--- src/rtl/wb_scoreboard.sv ---
// rtl/wb_scoreboard.sv - timed writeback/PC expectation checker with score and optional fail log
// Optional fail-index FIFO: define WB_SCOREBOARD_FAILLOG_EN.
module wb_scoreboard #(
    parameter int XLEN       = 32,
    parameter int NUM_CHECKS = 16,
    parameter int MAX_SCORE  = 60,
    parameter int FAIL_DEPTH = 4
) (
    input  logic                          clk,
    input  logic                          reset,
    input  logic                          cfg_we,
    input  logic [$clog2(NUM_CHECKS)-1:0] cfg_addr,
    input  logic [7:0]                    cfg_gap,
    input  logic [1:0]                    cfg_kind,
    input  logic [XLEN-1:0]               cfg_exp_data,
    input  logic [XLEN-1:0]               cfg_exp_pc,
    input  logic [7:0]                    cfg_penalty,
    input  logic [$clog2(NUM_CHECKS):0]   cfg_num,
    input  logic                          start,
    input  logic [XLEN-1:0]               wb_data,
    input  logic [XLEN-1:0]               pc,
    output logic                          busy,
    output logic                          done,
    output logic [15:0]                   score,
    output logic [7:0]                    fail_count,
    output logic                          fail_valid,
    output logic [$clog2(NUM_CHECKS)-1:0] fail_idx,
    input  logic                          fail_pop
);

    localparam int IW = $clog2(NUM_CHECKS);
    localparam int NW = IW + 1;
    localparam logic [NW-1:0] NUM_MAX    = NW'(NUM_CHECKS);
    localparam logic [15:0]   SCORE_INIT = 16'(MAX_SCORE);

    typedef enum logic [1:0] {IDLE, WAIT, CHECK, DONE} state_t;

    state_t            state, state_nxt;
    logic [IW-1:0]     idx;
    logic [7:0]        gap_cnt;
    logic [NW-1:0]     num_lat;

    logic [7:0]        gap_tab  [NUM_CHECKS];
    logic [1:0]        kind_tab [NUM_CHECKS];
    logic [XLEN-1:0]   data_tab [NUM_CHECKS];
    logic [XLEN-1:0]   pc_tab   [NUM_CHECKS];
    logic [7:0]        pen_tab  [NUM_CHECKS];

    function automatic logic [7:0] gap_load(input logic [7:0] g);
        return (g == 8'd0) ? 8'd1 : g;
    endfunction

    logic          cfg_open;
    logic          start_ok;
    logic [NW-1:0] num_clamped;
    logic [IW-1:0] idx_inc;
    logic [7:0]    gap_first;
    logic [7:0]    gap_next;
    logic [1:0]    cur_kind;
    logic [7:0]    cur_pen;
    logic          last;
    logic          miss;

    assign cfg_open    = (state == IDLE) || (state == DONE);
    assign start_ok    = start && cfg_open;
    assign num_clamped = (cfg_num > NUM_MAX) ? NUM_MAX : cfg_num;
    assign idx_inc     = idx + 1'b1;
    assign gap_first   = gap_load(gap_tab[0]);
    assign gap_next    = gap_load(gap_tab[idx_inc]);
    assign cur_kind    = kind_tab[idx];
    assign cur_pen     = pen_tab[idx];
    assign last        = ({1'b0, idx} == (num_lat - NW'(1)));
    assign miss        = (state == CHECK) &&
                         ((cur_kind[0] && (wb_data != data_tab[idx])) ||
                          (cur_kind[1] && (pc != pc_tab[idx])));

    assign busy = (state == WAIT) || (state == CHECK);
    assign done = (state == DONE);

    always_ff @(posedge clk) begin
        if (cfg_we && cfg_open) begin
            gap_tab[cfg_addr]  <= cfg_gap;
            kind_tab[cfg_addr] <= cfg_kind;
            data_tab[cfg_addr] <= cfg_exp_data;
            pc_tab[cfg_addr]   <= cfg_exp_pc;
            pen_tab[cfg_addr]  <= cfg_penalty;
        end
    end

    always_ff @(posedge clk or negedge reset) begin
        if (!reset) begin
            state <= IDLE;
        end else begin
            state <= state_nxt;
        end
    end

    // A gap of 1 means "sample on the very next edge", so skip WAIT entirely.
    always_comb begin
        state_nxt = state;
        case (state)
            IDLE, DONE: begin
                if (start) begin
                    if (num_clamped == '0) begin
                        state_nxt = DONE;
                    end else if (gap_first == 8'd1) begin
                        state_nxt = CHECK;
                    end else begin
                        state_nxt = WAIT;
                    end
                end
            end
            WAIT: begin
                if (gap_cnt <= 8'd2) begin
                    state_nxt = CHECK;
                end
            end
            CHECK: begin
                if (last) begin
                    state_nxt = DONE;
                end else if (gap_next == 8'd1) begin
                    state_nxt = CHECK;
                end else begin
                    state_nxt = WAIT;
                end
            end
            default: state_nxt = IDLE;
        endcase
    end

    always_ff @(posedge clk or negedge reset) begin
        if (!reset) begin
            idx        <= '0;
            gap_cnt    <= 8'd0;
            num_lat    <= '0;
            score      <= 16'd0;
            fail_count <= 8'd0;
        end else if (start_ok) begin
            idx        <= '0;
            gap_cnt    <= gap_first;
            num_lat    <= num_clamped;
            score      <= SCORE_INIT;
            fail_count <= 8'd0;
        end else if (state == WAIT) begin
            gap_cnt <= gap_cnt - 8'd1;
        end else if (state == CHECK) begin
            if (miss) begin
                score      <= (score > {8'd0, cur_pen}) ? (score - {8'd0, cur_pen}) : 16'd0;
                fail_count <= (fail_count == 8'hFF) ? fail_count : (fail_count + 8'd1);
            end
            if (!last) begin
                idx     <= idx_inc;
                gap_cnt <= gap_next;
            end
        end
    end

`ifdef WB_SCOREBOARD_FAILLOG_EN
    localparam int PW = $clog2(FAIL_DEPTH);
    localparam logic [PW:0] FIFO_FULL = (PW + 1)'(FAIL_DEPTH);

    logic [IW-1:0] fifo_mem [FAIL_DEPTH];
    logic [PW-1:0] rd_ptr, wr_ptr;
    logic [PW:0]   fifo_cnt;
    logic          do_pop, do_push;

    assign fail_valid = (fifo_cnt != '0);
    assign fail_idx   = fail_valid ? fifo_mem[rd_ptr] : '0;
    assign do_pop     = fail_pop && fail_valid;
    // When full, a push only lands if the head is leaving on the same edge.
    assign do_push    = miss && ((fifo_cnt != FIFO_FULL) || do_pop);

    always_ff @(posedge clk) begin
        if (do_push) begin
            fifo_mem[wr_ptr] <= idx;
        end
    end

    always_ff @(posedge clk or negedge reset) begin
        if (!reset) begin
            rd_ptr   <= '0;
            wr_ptr   <= '0;
            fifo_cnt <= '0;
        end else if (start_ok) begin
            rd_ptr   <= '0;
            wr_ptr   <= '0;
            fifo_cnt <= '0;
        end else begin
            if (do_pop) begin
                rd_ptr <= rd_ptr + 1'b1;
            end
            if (do_push) begin
                wr_ptr <= wr_ptr + 1'b1;
            end
            if (do_push && !do_pop) begin
                fifo_cnt <= fifo_cnt + 1'b1;
            end else if (do_pop && !do_push) begin
                fifo_cnt <= fifo_cnt - 1'b1;
            end
        end
    end
`else
    logic unused_fail_pop;
    assign unused_fail_pop = fail_pop;
    assign fail_valid      = 1'b0;
    assign fail_idx        = '0;
`endif

endmodule
--- config.mk ---
export PLATFORM = sky130hd
export DESIGN_NAME = wb_scoreboard
export DESIGN_NICKNAME = d
export VERILOG_FILES = /design/src/rtl/wb_scoreboard.sv
export SDC_FILE = /design/constraint.sdc
export NUM_CORES = 1
export LEC_CHECK = 0
export CORE_UTILIZATION = 65
export DETAILED_ROUTE_END_ITERATION = 10
export PLACE_DENSITY = 0.84
export SLEW_MARGIN = 20
export SYNTH_ARGS = -nofsm -noshare
export SYNTH_HDL_FRONTEND = slang
export SYNTH_SLANG_ARGS = --single-unit
--- constraint.sdc ---
create_clock -name clk -period 19.57 [get_ports clk]
set_clock_uncertainty 0.05 [all_clocks]
set_input_delay 3.914 -clock clk [delete_from_list [all_inputs] [get_ports clk]]
set_output_delay 3.914 -clock clk [all_outputs]
set_load 0.01 [all_outputs]
# After elaboration in Yosys (flattened, before gate mapping)
# Memories as Yosys holds them, arrays and structs flattened.
# Index checks and enable logic that the tools add are counted.
# op_classes
order_cmp	3
mux	30
eq_ne	15
reduce_logical	21
addsub	5
# op_table
op	count
8-bit 2-to-1 mux	11
16-bit 2-to-1 mux	5
32-bit != test	2
8-bit by 1-bit == test with 1-bit output, second input constant	2
16-bit by 8-bit > comparator with 1-bit output	1
8-bit zero test	2
4-bit 2-to-1 mux	4
16-bit by 8-bit subtractor with 16-bit output	1
2-bit 2-to-1 mux	6
8-bit by 1-bit adder with 8-bit output, second input constant	1
8-bit == test, second input constant	1
8-bit by 2-bit less-or-equal comparator with 1-bit output, second input constant	1
2-bit != test, second input constant	4
8-bit by 1-bit subtractor with 8-bit output, second input constant	1
2-bit one-hot mux with 3 select lines	1
3-bit AND reduction	2
4-bit by 5-bit == test with 1-bit output	1
5-bit > comparator, second input constant	1
1-bit logical AND	5
5-bit zero test	1
5-bit 2-to-1 mux	1
5-bit by 1-bit subtractor with 5-bit output, second input constant	1
4-bit by 1-bit adder with 4-bit output, second input constant	1
2-bit == test, second input constant	2
other kinds (11)	16
# word_totals
register_bits	43
mem_count	5
ramBits	1312
out_inout_bits	31
inputBits	160
# memory_table
name	words	width	read_ports	rd_clocked_by_memory_dff	write_ports	line_no	source
data_tab	16	32	1	0	1	45	logic [XLEN-1:0] data_tab [NUM_CHECKS];
pc_tab	16	32	1	0	1	46	logic [XLEN-1:0] pc_tab [NUM_CHECKS];
gap_tab	16	8	2	0	1	43	logic [7:0] gap_tab [NUM_CHECKS];
pen_tab	16	8	1	0	1	47	logic [7:0] pen_tab [NUM_CHECKS];
kind_tab	16	2	1	0	1	44	logic [1:0] kind_tab [NUM_CHECKS];

# Logic depth before layout (Yosys ltp)
# An unclocked memory read counts as a cell.
# logic_depth
word_depth	9
mapped_depth	22
ltp_nobuf	14

# Worst setup path after synthesis
# No wires, ideal clock.
# synth_timing
kind	input -> register
startpoint	input cfg_we
endpoint	memory data_tab[0][0], enable pin
cell_stages	3
required_time_ns	18.896
n_path_buf	0
setup_ns	0.624
t_arrival_ns	9.910
path_slack_ns	8.986
path_cell_list	nand2_1 > or3_1 > nor3_1
# synth_via
elab_chain_len	3
# synth_lines
element	line_no	source
start, declared	11	input logic cfg_we,
1-bit logical AND	81	if (cfg_we && cfg_open) begin
1-bit 2-to-1 mux	81	
1-bit 2-to-1 mux (not written as such)	84	data_tab[cfg_addr] <= cfg_exp_data;
end, declared	45	
# No other way between the ends.

# Worst setup path after layout
# layout_timing
startpoint	input wb_data[23]
endpoint	register score[6]
# layout_via
elab_chain_len	6
# layout_lines
element	line_no	source
start, declared	20	input logic [XLEN-1:0] wb_data,
32-bit != test	74	((cur_kind[0] && (wb_data != data_tab[idx])) ||
1-bit logical AND	74	
1-bit logical OR	74	
1-bit logical AND	73	assign miss = (state == CHECK) &&
2-bit nonzero test (no line)	-	
3-bit AND reduction (no line)	-	
end signal, assigned	148	score <= (score > {8'd0, cur_pen}) ? (score - {8'd0, cur_pen}) : 16'd0;
end, declared	24	output logic [15:0] score,
# No other way between the ends.
# A chain may end at the register's enable or synchronous reset.

==> results.toml <==
[status]
status = "completed"

[placed_design]
placed_cells = 3836
portbufs = 184
placement.setup.worst_slack_ps = 12070
place.gp.congestion = 0.850
place.detailed.hpwl_mm = 69.9

[floorplan]
dieArea_mm2 = 0.0847
die_width_um = 291
num_io_pins = 191
floorplan.initialDensity_pct = 65.9
fp.coreArea_mm2 = 0.0824
std_cell_rows = 105
die_height_um = 291

[routing]
drt_iter0_drc = 3842
drc = 0
drt-wirelength-per-cell_um = 32.8
drt-total-wl_mm = 134
via_count = 28460
detail_route.first_pass.iterations = 5
viasPerCell = 6.98
antenna_violating_nets_post_route = 0

[worst_setup_path]
path_class = "in2reg"
timing.critical_path.to_type = "register"
required_ps = 20120
worst-path-max-fanout = 19
worst_ep_arrival_time_ps = 7530
number_of_cells_on_the_worst_reg_to_reg_path = 11
start_kind = "input pin"

[hold_path]
min-delay-path-class = "reg2reg"
hold-path-cell-count = 2

[grt]
first_global_vias = 29316
grt_total_ovfl = 0
grt_max_degree = 128
global_route_wire_length_before_repair_mm = 194
grt.total_usage_pct = 32.0
initial_antenna_violation_count = 14

[clocking]
clkTransAtPathRegs_ps = 60
clkSinkCount = 1355
clk_latency_ps = 710
cts_tree = "yes"
cts-buffers-inserted = 132
cts.repair_timing.setup_buffer_count = 0
htreeDepth = 4
cts-resized-gates = 0
ctsHoldBuffers = 0
cts.root.buffer_cell = "clkbuf_16"
cts-root-to-sink-buffers = 3

[synth]
yosysSeqAreaShare_pct = 74.5
yosysWarnings = 0
synth_most_common_cell = "edfxtp_1"
synth_seq_cells = 1355
synth_area_per_cell_um2 = 20.5
yosys-top-cells-area = "edfxtp_1 (73%), mux4_2 (12%), mux2i_1 (3.3%)"
synth_top_area_cell = "edfxtp_1"
mappedNetlistArea_mm2 = 0.0543
postSynth.asyncResetShare_pct = 3.17
yosysTopAreaCellShare_pct = 72.5
synth_edf_count = 1312
synthesis.instances = 2645
synth.distinct_cells = 77
synthFlopType = "edfxtp_1"
synth_top_cells_by_count = "edfxtp_1 (1,312), mux4_2 (293), mux2i_1 (178)"

[cells_and_area]
drive_above_1_share_pct = 19.6
layout_area_overhead_pct = 13.5
layout.cells.non_filler = 4075
design.final.nets = 3079

[timing]
slew_headroom_pct = 25.0
final.setup.worst_slack_ps = 12600
max_freq_ghz = 0.143
final_slew_viol_count = 0
worst_pin_slew_ps = 1130
post-route-period-util_pct = 35.6
timing_hold_violations_final = 0
finalSetupViolations = 0
setup_total_negative_slack_ps = 0
setup_repair_after_global_routing_missed_its_margin = "false"
post-route-min-period_ps = 6980
timing.hold.ws_ps = 474

[run]
drv_cap = 0

[power]
fin_total_pwr_uw = 8470
worst_voltage_drop_across_the_vdd_grid_v = 0.000100
power_leakage_uw = 0.0197
power_per_cell_area_mw_per_mm2 = 137
[stage by stage]
stage | utilization, % | area, um2
floorplan | - | 54300
global placement | 69.7 | 57400
detailed placement | 69.7 | 57400
CTS | 74.8 | 61600
global route | 74.8 | 61600
finish | 74.8 | 61600
[worst max-delay path, stage by stage]
cell             delay (ps)
clkdlybuf4s50_1         660
xor2_1                  230
a22oi_1                 120
a221oi_1                610
o21ai_0                 170
nor4_1                  470
a21oi_2                 360
o21ai_4                 590
mux2_1                  380
[kinds of logic (layout without fill, tap and decap cells)]
logic type                 Yosys count  in the layout  share of synthesized area [%]
AOI/OAI and AO/OA                  225            225                           3.06
xor gates and xnor gates           151            151                           2.43
adders and majority gates           19             19                          0.452
buffers and inverters              155            504                           1.47
DFF                               1355           1355                           74.5
muxes                              485            485                           15.7
other                                1             12                        0.00690
and+or+nand+nor                    254            254                           2.33
[cell type report]
| class | count | area [um2] |
|---|---|---|
| Inverter | 29 | 109 |
| Sequential cell | 1355 | 40500 |
| Timing Repair Buffer | 243 | 2320 |
| Clock buffer | 156 | 3480 |
| Antenna cell | 7 | 17.5 |
| Fill cell | 4180 | 20700 |
| Tap cell | 1070 | 1340 |
| Clock inverter | 76 | 719 |
| Multi-Input combinational cell | 1139 | 13200 |
[worst paths after layout]
| path | from | endpoint | slack [ps] |
|---|---|---|---|
| min | num_lat[4] | num_lat[4] | 470 |
| max in group asynchronous | reset | idx[0] | 15900 |
| max reg2reg | idx[2] | score[6] | 13060 |
| min reg2reg | num_lat[4] | num_lat[4] | 470 |
| min in group asynchronous | reset | state[0] | 3140 |
| max | wb_data[23] | score[6] | 12600 |
[power by group]
group / switching [uW] / internal (uW)
Sequential: 121 / 3300
Clock: 1070 / 1420
Combinational: 1400 / 1150
Total: 2600 / 5880
[cells in the final DEF (no fill, tap or decap), drive strengths merged, types with 13 or more instances in the layout]
| cell type | count |
|---|---|
| nand2 | 61 |
| nor2 | 71 |
| mux2i | 178 |
| clkbuf | 156 |
| edfxtp | 1312 |
| ha | 18 |
| inv | 34 |
| o2bb2ai | 13 |
| o21ai | 26 |
| xor2 | 47 |
| buf | 60 |
| mux2 | 14 |
| a21oi | 35 |
| clkdlybuf4s50 | 183 |
| mux4 | 293 |
| nand3 | 14 |
| clkinv | 55 |
| nand4 | 15 |
| dfrtp | 43 |
| nor3 | 18 |
| or3 | 13 |
| xnor2 | 104 |
| o211ai | 17 |
| a22oi | 32 |
[metal layers]
| layer | track usage, % | wire length, um | vias to the layer above |
|---|---|---|---|
| met1 | 43.1 | 47400 | 14638 |
| li1 | - | - | 11401 |
| met5 | 0 | 88 | - |
| met3 | 6.70 | 14900 | 337 |
| met4 | 12.1 | 4520 | 14 |
| met2 | 52.2 | 66600 | 2070 |
[flip-flops by register name (all words and copies together) (netlist names)]
register / flops
idx: 4
pen_tab: 128
pc_tab: 512
data_tab: 512
state: 2
kind_tab: 32
gap_tab: 128
fail_count: 8
num_lat: 5
gap_cnt: 8
score: 16
No activity file was read; power rests on OpenSTA's default activity.
